### src/rtl/sprite_blit_pkg.sv
// Shared types and default geometry for the sprite blitter slice.
// Widths here are the port widths the frame-buffer and ROM sides agree on.
package sprite_blit_pkg;

  typedef enum logic [1:0] {
    IDLE,
    FETCH,
    WRITE,
    DONE
  } blit_state_t;

  localparam int FB_W_DEF            = 320;
  localparam int FB_H_DEF            = 240;
  localparam int FB_ADDR_W           = 17;
  localparam int POS_W               = 10;
  localparam int ROM_ADDR_W          = 11;
  localparam int IDX_W_DEF           = 3;
  localparam int TRANSPARENT_IDX_DEF = 0;

endpackage

### src/rtl/sprite_blitter_if.sv
// Command, sprite-ROM and frame-buffer signals of the blitter, bundled.
// The slave modport is the blitter; the master modport is the game/ROM/FB side.
interface sprite_blitter_if
  import sprite_blit_pkg::*;
#(
  parameter int IDX_W = IDX_W_DEF
);

  logic                  start;
  logic [POS_W-1:0]      pos_x;
  logic [POS_W-1:0]      pos_y;
  logic                  flip_x;
  logic                  busy;
  logic                  done;
  logic [ROM_ADDR_W-1:0] rom_address;
  logic [IDX_W-1:0]      rom_q;
  logic                  fb_we;
  logic [FB_ADDR_W-1:0]  fb_addr;
  logic [IDX_W-1:0]      fb_data;
  logic                  fb_ready;

  modport master (
    output start, pos_x, pos_y, flip_x, rom_q, fb_ready,
    input  busy, done, rom_address, fb_we, fb_addr, fb_data
  );

  modport slave (
    input  start, pos_x, pos_y, flip_x, rom_q, fb_ready,
    output busy, done, rom_address, fb_we, fb_addr, fb_data
  );

endinterface

### src/rtl/sprite_blit_addr.sv
// Row/column walk over the sprite plus the ROM and frame-buffer address arithmetic.
// Position sums are one bit wider than the position so values near 1023 never wrap on-screen.
module sprite_blit_addr
  import sprite_blit_pkg::*;
#(
  parameter int SPRITE_W = 30,
  parameter int SPRITE_H = 64,
  parameter int FB_W     = FB_W_DEF,
  parameter int FB_H     = FB_H_DEF
) (
  input  logic                  clk,
  input  logic                  rst,
  input  logic                  load_i,
  input  logic [POS_W-1:0]      pos_x_i,
  input  logic [POS_W-1:0]      pos_y_i,
  input  logic                  flip_x_i,
  input  logic                  advance_i,
  output logic [ROM_ADDR_W-1:0] rom_address_o,
  output logic [FB_ADDR_W-1:0]  fb_addr_o,
  output logic                  on_screen_o,
  output logic                  last_pixel_o
);

  localparam int COL_W = (SPRITE_W > 1) ? $clog2(SPRITE_W) : 1;
  localparam int ROW_W = (SPRITE_H > 1) ? $clog2(SPRITE_H) : 1;
  localparam int SUM_W = POS_W + 1;

  logic [POS_W-1:0] posX_q, posX_d;
  logic [POS_W-1:0] posY_q, posY_d;
  logic             flip_q, flip_d;
  logic [COL_W-1:0] col_q, col_d;
  logic [ROW_W-1:0] row_q, row_d;
  logic [COL_W-1:0] srcCol;
  logic [SUM_W-1:0] xSum, ySum;
  logic             colLast, rowLast;

  always_ff @(posedge clk or posedge rst) begin
    if (rst) begin
      posX_q <= '0;
      posY_q <= '0;
      flip_q <= 1'b0;
      col_q  <= '0;
      row_q  <= '0;
    end else begin
      posX_q <= posX_d;
      posY_q <= posY_d;
      flip_q <= flip_d;
      col_q  <= col_d;
      row_q  <= row_d;
    end
  end

  assign colLast = (col_q == COL_W'(SPRITE_W - 1));
  assign rowLast = (row_q == ROW_W'(SPRITE_H - 1));

  always_comb begin
    posX_d = posX_q;
    posY_d = posY_q;
    flip_d = flip_q;
    col_d  = col_q;
    row_d  = row_q;
    if (load_i) begin
      posX_d = pos_x_i;
      posY_d = pos_y_i;
      flip_d = flip_x_i;
      col_d  = '0;
      row_d  = '0;
    end else if (advance_i) begin
      if (colLast) begin
        col_d = '0;
        row_d = row_q + ROW_W'(1);
      end else begin
        col_d = col_q + COL_W'(1);
      end
    end
  end

  // Only the ROM column is mirrored; the screen column always walks left to right.
  assign srcCol = flip_q ? (COL_W'(SPRITE_W - 1) - col_q) : col_q;

  assign xSum = {1'b0, posX_q} + SUM_W'(col_q);
  assign ySum = {1'b0, posY_q} + SUM_W'(row_q);

  assign on_screen_o  = (xSum < SUM_W'(FB_W)) && (ySum < SUM_W'(FB_H));
  assign last_pixel_o = colLast && rowLast;

  assign rom_address_o = ROM_ADDR_W'(row_q) * ROM_ADDR_W'(SPRITE_W) + ROM_ADDR_W'(srcCol);
  assign fb_addr_o     = FB_ADDR_W'(ySum) * FB_ADDR_W'(FB_W) + FB_ADDR_W'(xSum);

endmodule

### src/rtl/sprite_blitter.sv
// Copies one palette-indexed sprite from ROM into the frame buffer, skipping
// transparent and off-screen pixels; FETCH/WRITE pair per pixel, stalls on fb_ready.
module sprite_blitter
  import sprite_blit_pkg::*;
#(
  parameter int SPRITE_W        = 30,
  parameter int SPRITE_H        = 64,
  parameter int FB_W            = FB_W_DEF,
  parameter int FB_H            = FB_H_DEF,
  parameter int IDX_W           = IDX_W_DEF,
  parameter int TRANSPARENT_IDX = TRANSPARENT_IDX_DEF
) (
  input logic             vga_clk,
  input logic             reset,
  sprite_blitter_if.slave bus
);

  blit_state_t      state_q, state_d;
  logic             stall_q, stall_d;
  logic [IDX_W-1:0] fbData_q, fbData_d;
  logic [IDX_W-1:0] pixel;
  logic             load, advance, writeReq;
  logic             onScreen, lastPixel;

  sprite_blit_addr #(
    .SPRITE_W (SPRITE_W),
    .SPRITE_H (SPRITE_H),
    .FB_W     (FB_W),
    .FB_H     (FB_H)
  ) u_addr (
    .clk           (vga_clk),
    .rst           (reset),
    .load_i        (load),
    .pos_x_i       (bus.pos_x),
    .pos_y_i       (bus.pos_y),
    .flip_x_i      (bus.flip_x),
    .advance_i     (advance),
    .rom_address_o (bus.rom_address),
    .fb_addr_o     (bus.fb_addr),
    .on_screen_o   (onScreen),
    .last_pixel_o  (lastPixel)
  );

  always_ff @(posedge vga_clk or posedge reset) begin
    if (reset) begin
      state_q  <= IDLE;
      stall_q  <= 1'b0;
      fbData_q <= '0;
    end else begin
      state_q  <= state_d;
      stall_q  <= stall_d;
      fbData_q <= fbData_d;
    end
  end

  // Once a write has stalled, the captured index is used instead of rom_q so the
  // write stays stable even if the ROM output moves underneath it.
  assign pixel    = stall_q ? fbData_q : bus.rom_q;
  assign writeReq = (state_q == WRITE) && onScreen && (pixel != IDX_W'(TRANSPARENT_IDX));

  always_comb begin
    state_d  = state_q;
    load     = 1'b0;
    advance  = 1'b0;
    stall_d  = writeReq && !bus.fb_ready;
    fbData_d = (state_q == WRITE) ? pixel : fbData_q;
    unique case (state_q)
      IDLE: begin
        if (bus.start) begin
          load    = 1'b1;
          state_d = FETCH;
        end
      end
      FETCH: state_d = WRITE;
      WRITE: begin
        if (!writeReq || bus.fb_ready) begin
          advance = 1'b1;
          state_d = lastPixel ? DONE : FETCH;
        end
      end
      DONE: state_d = IDLE;
      default: state_d = IDLE;
    endcase
  end

  assign bus.busy    = (state_q == FETCH) || (state_q == WRITE);
  assign bus.done    = (state_q == DONE);
  assign bus.fb_we   = writeReq;
  assign bus.fb_data = (state_q == WRITE) ? pixel : fbData_q;

endmodule

### src/flat_wrapper.sv
// flat-port wrapper written by rule: the top's interface ports become plain ports
module sprite_blitter_flat import sprite_blit_pkg::*;
#(
  parameter int SPRITE_W        = 30,
  parameter int SPRITE_H        = 64,
  parameter int FB_W            = FB_W_DEF,
  parameter int FB_H            = FB_H_DEF,
  parameter int IDX_W           = IDX_W_DEF,
  parameter int TRANSPARENT_IDX = TRANSPARENT_IDX_DEF
)
  (vga_clk, reset, bus_start, bus_pos_x, bus_pos_y, bus_flip_x, bus_rom_q, bus_fb_ready, bus_busy, bus_done, bus_rom_address, bus_fb_we, bus_fb_addr, bus_fb_data);
  sprite_blitter_if #(.IDX_W(IDX_W)) bus_i ();
  input logic vga_clk;
  input logic reset;
  input wire logic [$bits(bus_i.start)-1:0] bus_start;
  input wire logic [$bits(bus_i.pos_x)-1:0] bus_pos_x;
  input wire logic [$bits(bus_i.pos_y)-1:0] bus_pos_y;
  input wire logic [$bits(bus_i.flip_x)-1:0] bus_flip_x;
  input wire logic [$bits(bus_i.rom_q)-1:0] bus_rom_q;
  input wire logic [$bits(bus_i.fb_ready)-1:0] bus_fb_ready;
  output wire logic [$bits(bus_i.busy)-1:0] bus_busy;
  output wire logic [$bits(bus_i.done)-1:0] bus_done;
  output wire logic [$bits(bus_i.rom_address)-1:0] bus_rom_address;
  output wire logic [$bits(bus_i.fb_we)-1:0] bus_fb_we;
  output wire logic [$bits(bus_i.fb_addr)-1:0] bus_fb_addr;
  output wire logic [$bits(bus_i.fb_data)-1:0] bus_fb_data;
  assign bus_i.start = bus_start;
  assign bus_i.pos_x = bus_pos_x;
  assign bus_i.pos_y = bus_pos_y;
  assign bus_i.flip_x = bus_flip_x;
  assign bus_i.rom_q = bus_rom_q;
  assign bus_i.fb_ready = bus_fb_ready;
  assign bus_busy = bus_i.busy;
  assign bus_done = bus_i.done;
  assign bus_rom_address = bus_i.rom_address;
  assign bus_fb_we = bus_i.fb_we;
  assign bus_fb_addr = bus_i.fb_addr;
  assign bus_fb_data = bus_i.fb_data;
  sprite_blitter #(.SPRITE_W(SPRITE_W), .SPRITE_H(SPRITE_H), .FB_W(FB_W), .FB_H(FB_H), .IDX_W(IDX_W), .TRANSPARENT_IDX(TRANSPARENT_IDX)) u_core (.vga_clk(vga_clk), .reset(reset), .bus(bus_i));
endmodule
### config.mk
export PLATFORM = sky130hd
export DESIGN_NAME = sprite_blitter_flat
export DESIGN_NICKNAME = d
export VERILOG_FILES = /design/src/rtl/sprite_blit_pkg.sv /design/src/rtl/sprite_blitter_if.sv /design/src/rtl/sprite_blit_addr.sv /design/src/rtl/sprite_blitter.sv /design/src/flat_wrapper.sv
export SDC_FILE = /design/constraint.sdc
export NUM_CORES = 1
export LEC_CHECK = 0
export BUFFER_PORTS_ARGS = -buffer_cell sky130_fd_sc_hd__buf_2
export CORE_MARGIN = 2
export CORE_UTILIZATION = 45
export CTS_CLUSTER_SIZE = 20
export DETAILED_ROUTE_END_ITERATION = 16
export MAX_ROUTING_LAYER = met4
export PLACE_DENSITY = 0.66
export SLEW_MARGIN = 20
export SYNTH_ARGS = -nofsm -noshare
export SYNTH_HDL_FRONTEND = slang
export SYNTH_SLANG_ARGS = --single-unit
export TNS_END_PERCENT = 30
### constraint.sdc
create_clock -name vga_clk -period 4.5 [get_ports vga_clk]
set_input_delay 0.675 -clock vga_clk [delete_from_list [all_inputs] [get_ports vga_clk]]
set_output_delay 0.675 -clock vga_clk [all_outputs]
set_load 0.01 [all_outputs]
==> flow_metrics.py <==
metrics = {
    "floorplan": {
        "fp.dieH_um": 99.5,
        "ios": 62,
        "core-area_um2": 8760,
        "row_count": 34,
        "dieArea_um2": 9900,
        "die_x_um": 99.5,
        "start_util_pct": 46.8,
    },
    "clocking": {
        "cts_tree": "yes",
        "cts_buffers": 5,
        "cts.sinks": 38,
        "cts_root_buf": "clkbuf_8",
        "htree_num_levels": 2,
        "clkTransAtPathRegs_ns": 0.08,
        "clk_latency_ns": 0.29,
        "cts_buffer_depth": 2,
    },
    "grt": {
        "grt-ovfl-total": 0,
        "grt_antenna_before_repair": 0,
        "grt_pass1_vias": 3497,
        "grt_max_degree": 39,
        "grt_usage_pct": 19.9,
        "grt_pass1_wl_mm": 15.8,
    },
    "power_and_ir_drop": {
        "vdd_drop_max_v": 0.000382,
        "cellLeakagePower_nw": 2.51,
        "powerDensity_nw_per_um2": 626,
    },
    "placed_design": {
        "placed_area_um2": 4640,
        "portBuffers": 61,
        "globalplace.congestion": 0.825,
        "place_hpwl_mm": 7.07,
    },
    "detailed_routing": {
        "wire_per_inst_um": 13.8,
        "drtIter0Drc": 132,
        "dr.pass1.iters": 4,
        "drtAntennaViolNets": 0,
        "dr_total_vias": 3531,
        "routed_via_density": 5.19,
        "drc_errors": 0,
        "wl_mm": 9.35,
    },
    "worst_setup_path": {
        "start_kind": "register",
        "r2r_setup_slack_ns": 1.36,
        "arrival_ns": 4.00,
        "end_kind": "output port",
        "worst_ep_required_time_ns": 3.83,
        "critPathKind": "reg -> out",
        "crit_fanout": 2,
    },
    "logic_synthesis": {
        "netlist_instances": 481,
        "yosys_warnings": 0,
        "syn_nets": 580,
        "synthArstFlopShare_pct": 100,
        "ys_seq_elements": 38,
        "synth.avg_cell_area_um2": 8.53,
        "synth_top_flop_cell": "dfrtp_1",
        "seq_area_frac_synth_pct": 23.2,
        "synth_edf_count": 0,
        "synth.distinct_cells": 61,
        "synthesis.area_um2": 4100,
    },
    "worst_hold_path": {
        "worstHoldPathType": "in -> async",
    },
    "status": {
        "violations": "setup timing",
        "outcome": "finished, violations left",
    },
    "layout": {
        "num-nets-final": 670,
        "n_antenna_cell": 0,
        "syn_to_final_growth_pct": 22.2,
        "drive_gt1_share_pct": 28.7,
        "fin_area_um2": 5020,
    },
    "timing": {
        "grt_setup_unrepaired": "true",
        "hold_violations": 0,
        "maxSlewHeadroom_pct": 35.8,
        "fmax_ghz": 0.214,
        "drv_slew": 0,
        "worst_slack_ns": -0.177,
        "setup_viol": 1,
        "tightestPinTransition_ns": 0.960,
        "fin_crit_sh_pct": 104,
        "final.setup.tns_ns": -0.177,
        "clock_skew_ns": 0.00445,
        "hold_ws_ns": 0.488,
        "post-route-min-period_ns": 4.68,
    },
    "job": {
        "cap_violations": 0,
    },
}
==> layer usage <==
metal  global-route usage, %  wire, um  up-vias
li1                        -         -     1807
met1                    26.1      4350     1647
met2                    32.8      4530       67
met3                    2.88       363       10
met4                    4.21       109        0
met5                       -         0        -
==> critical path, stage by stage (launching register included) <==
cell and delay (ns):
dfrtp_1 0.36, ha_2 0.19, inv_2 0.04, fa_2 0.58, inv_2 0.05, ha_1 0.28, ha_2 0.19, inv_2 0.04
fa_1 0.54, inv_2 0.05, ha_4 0.26, a21boi_4 0.19, o21ai_2 0.07, nand3b_1 0.20, nor3b_2 0.25, xnor2_1 0.16
xnor2_1 0.13, buf_2 0.14
==> power breakdown <==
group	internal [W]	leakage [nW]	switching, W	total, W
Sequential	0.000464	0.486	0.000123	0.000586
Combinational	0.00111	1.97	0.00119	0.00230
Clock	0.000123	0.0472	0.000130	0.000254
Total	0.00170	2.51	0.00144	0.00314
==> path summary, 6_finish.rpt <==
kind / start / endpoint / cells after the start
setup / recovery: u_core.u_addr.row_q[0] / bus_fb_addr[16] / 17
hold / removal: reset / u_core.u_addr.posY_q[8] / 3
setup reg to reg: u_core.u_addr.posY_q[4] / u_core.u_addr.row_q[4] / 10
hold reg to reg: u_core.u_addr.posX_q[3] / u_core.u_addr.posX_q[3] / 2
max in group asynchronous: reset / u_core.u_addr.posY_q[6] / 3
min in group vga_clk: u_core.u_addr.posX_q[3] / u_core.u_addr.posX_q[3] / 2
==> kinds of logic after synthesis <==
logic type,after synthesis,synth area share [%]
simple gates,165,19.7
compound gates,97,15.7
xor+xnor,48,10.2
mux,4,1.10
buf+inv,58,5.91
fa+ha+maj,71,24.2
flops,38,23.2
==> per-stage QoR <==
step	setup WS, ns	std cells	power, W	util [%]
3_5_place_dp	-0.0711	661	0.00257	53.0
5_1_grt	-0.343	680	0.00343	57.2
3_3_place_gp	0.0334	661	0.00254	53.0
4_1_cts	-0.0801	673	0.00293	55.1
6_report	-0.177	680	0.00314	57.2
2_1_floorplan	0.00715	481	0.00195	-
==> sequential cells by signal, indices dropped and copies added, names as in the netlist <==
signal	cells
u_core.u_addr.posY_q	10
u_core.u_addr.posX_q	10
u_core.stall_q	1
u_core.u_addr.flip_q	1
u_core.state_q	2
u_core.u_addr.col_q	5
u_core.fbData_q	3
u_core.u_addr.row_q	6
==> synthesized netlist by cell type, types with 9 or more instances <==
| master | number | area (um^2) |
|---|---|---|
| nor2_1 | 22 | 82.6 |
| dfrtp_1 | 38 | 951 |
| xor2_1 | 19 | 166 |
| a21oi_1 | 33 | 165 |
| nand2b_1 | 9 | 56.3 |
| o21ai_0 | 24 | 120 |
| xnor2_1 | 29 | 254 |
| fa_1 | 14 | 280 |
| inv_1 | 47 | 176 |
| nand2_1 | 81 | 304 |
| ha_1 | 57 | 713 |
| nand3_1 | 10 | 50.1 |
==> cell usage in the layout, fill, tap and decap left out, drive strengths merged, types with 7 or more instances in the layout <==
| master | instances |
|---|---|
| buf | 94 |
| nand2 | 81 |
| ha | 57 |
| inv | 47 |
| dfrtp | 38 |
| a21oi | 33 |
| xnor2 | 29 |
| o21ai | 27 |
| nor2 | 22 |
| xor2 | 19 |
| fa | 14 |
| nand3 | 11 |
| nand2b | 9 |
| nor2b | 9 |
| o31ai | 8 |
| nor3 | 7 |
==> cell type report <==
type,count,area [um^2]
clock buffers,6,82.6
clock inverters,2,12.5
multi-input cells,385,3100
inverters,47,176
well taps,108,135
repair buffers,94,557
flip-flops and latches,38,951
fillers,786,3750
==> timing repair <==
item / 4_1_cts / 5_1_grt
setup buffers: 4 / 7
gates cloned: 0 / 0
hold buffers: 0 / 0
gates resized for setup: 16 / 33
endpoints found under the setup margin: 3 / 7
pin swaps: 8 / 25
No activity file was read; power rests on OpenSTA's default activity.
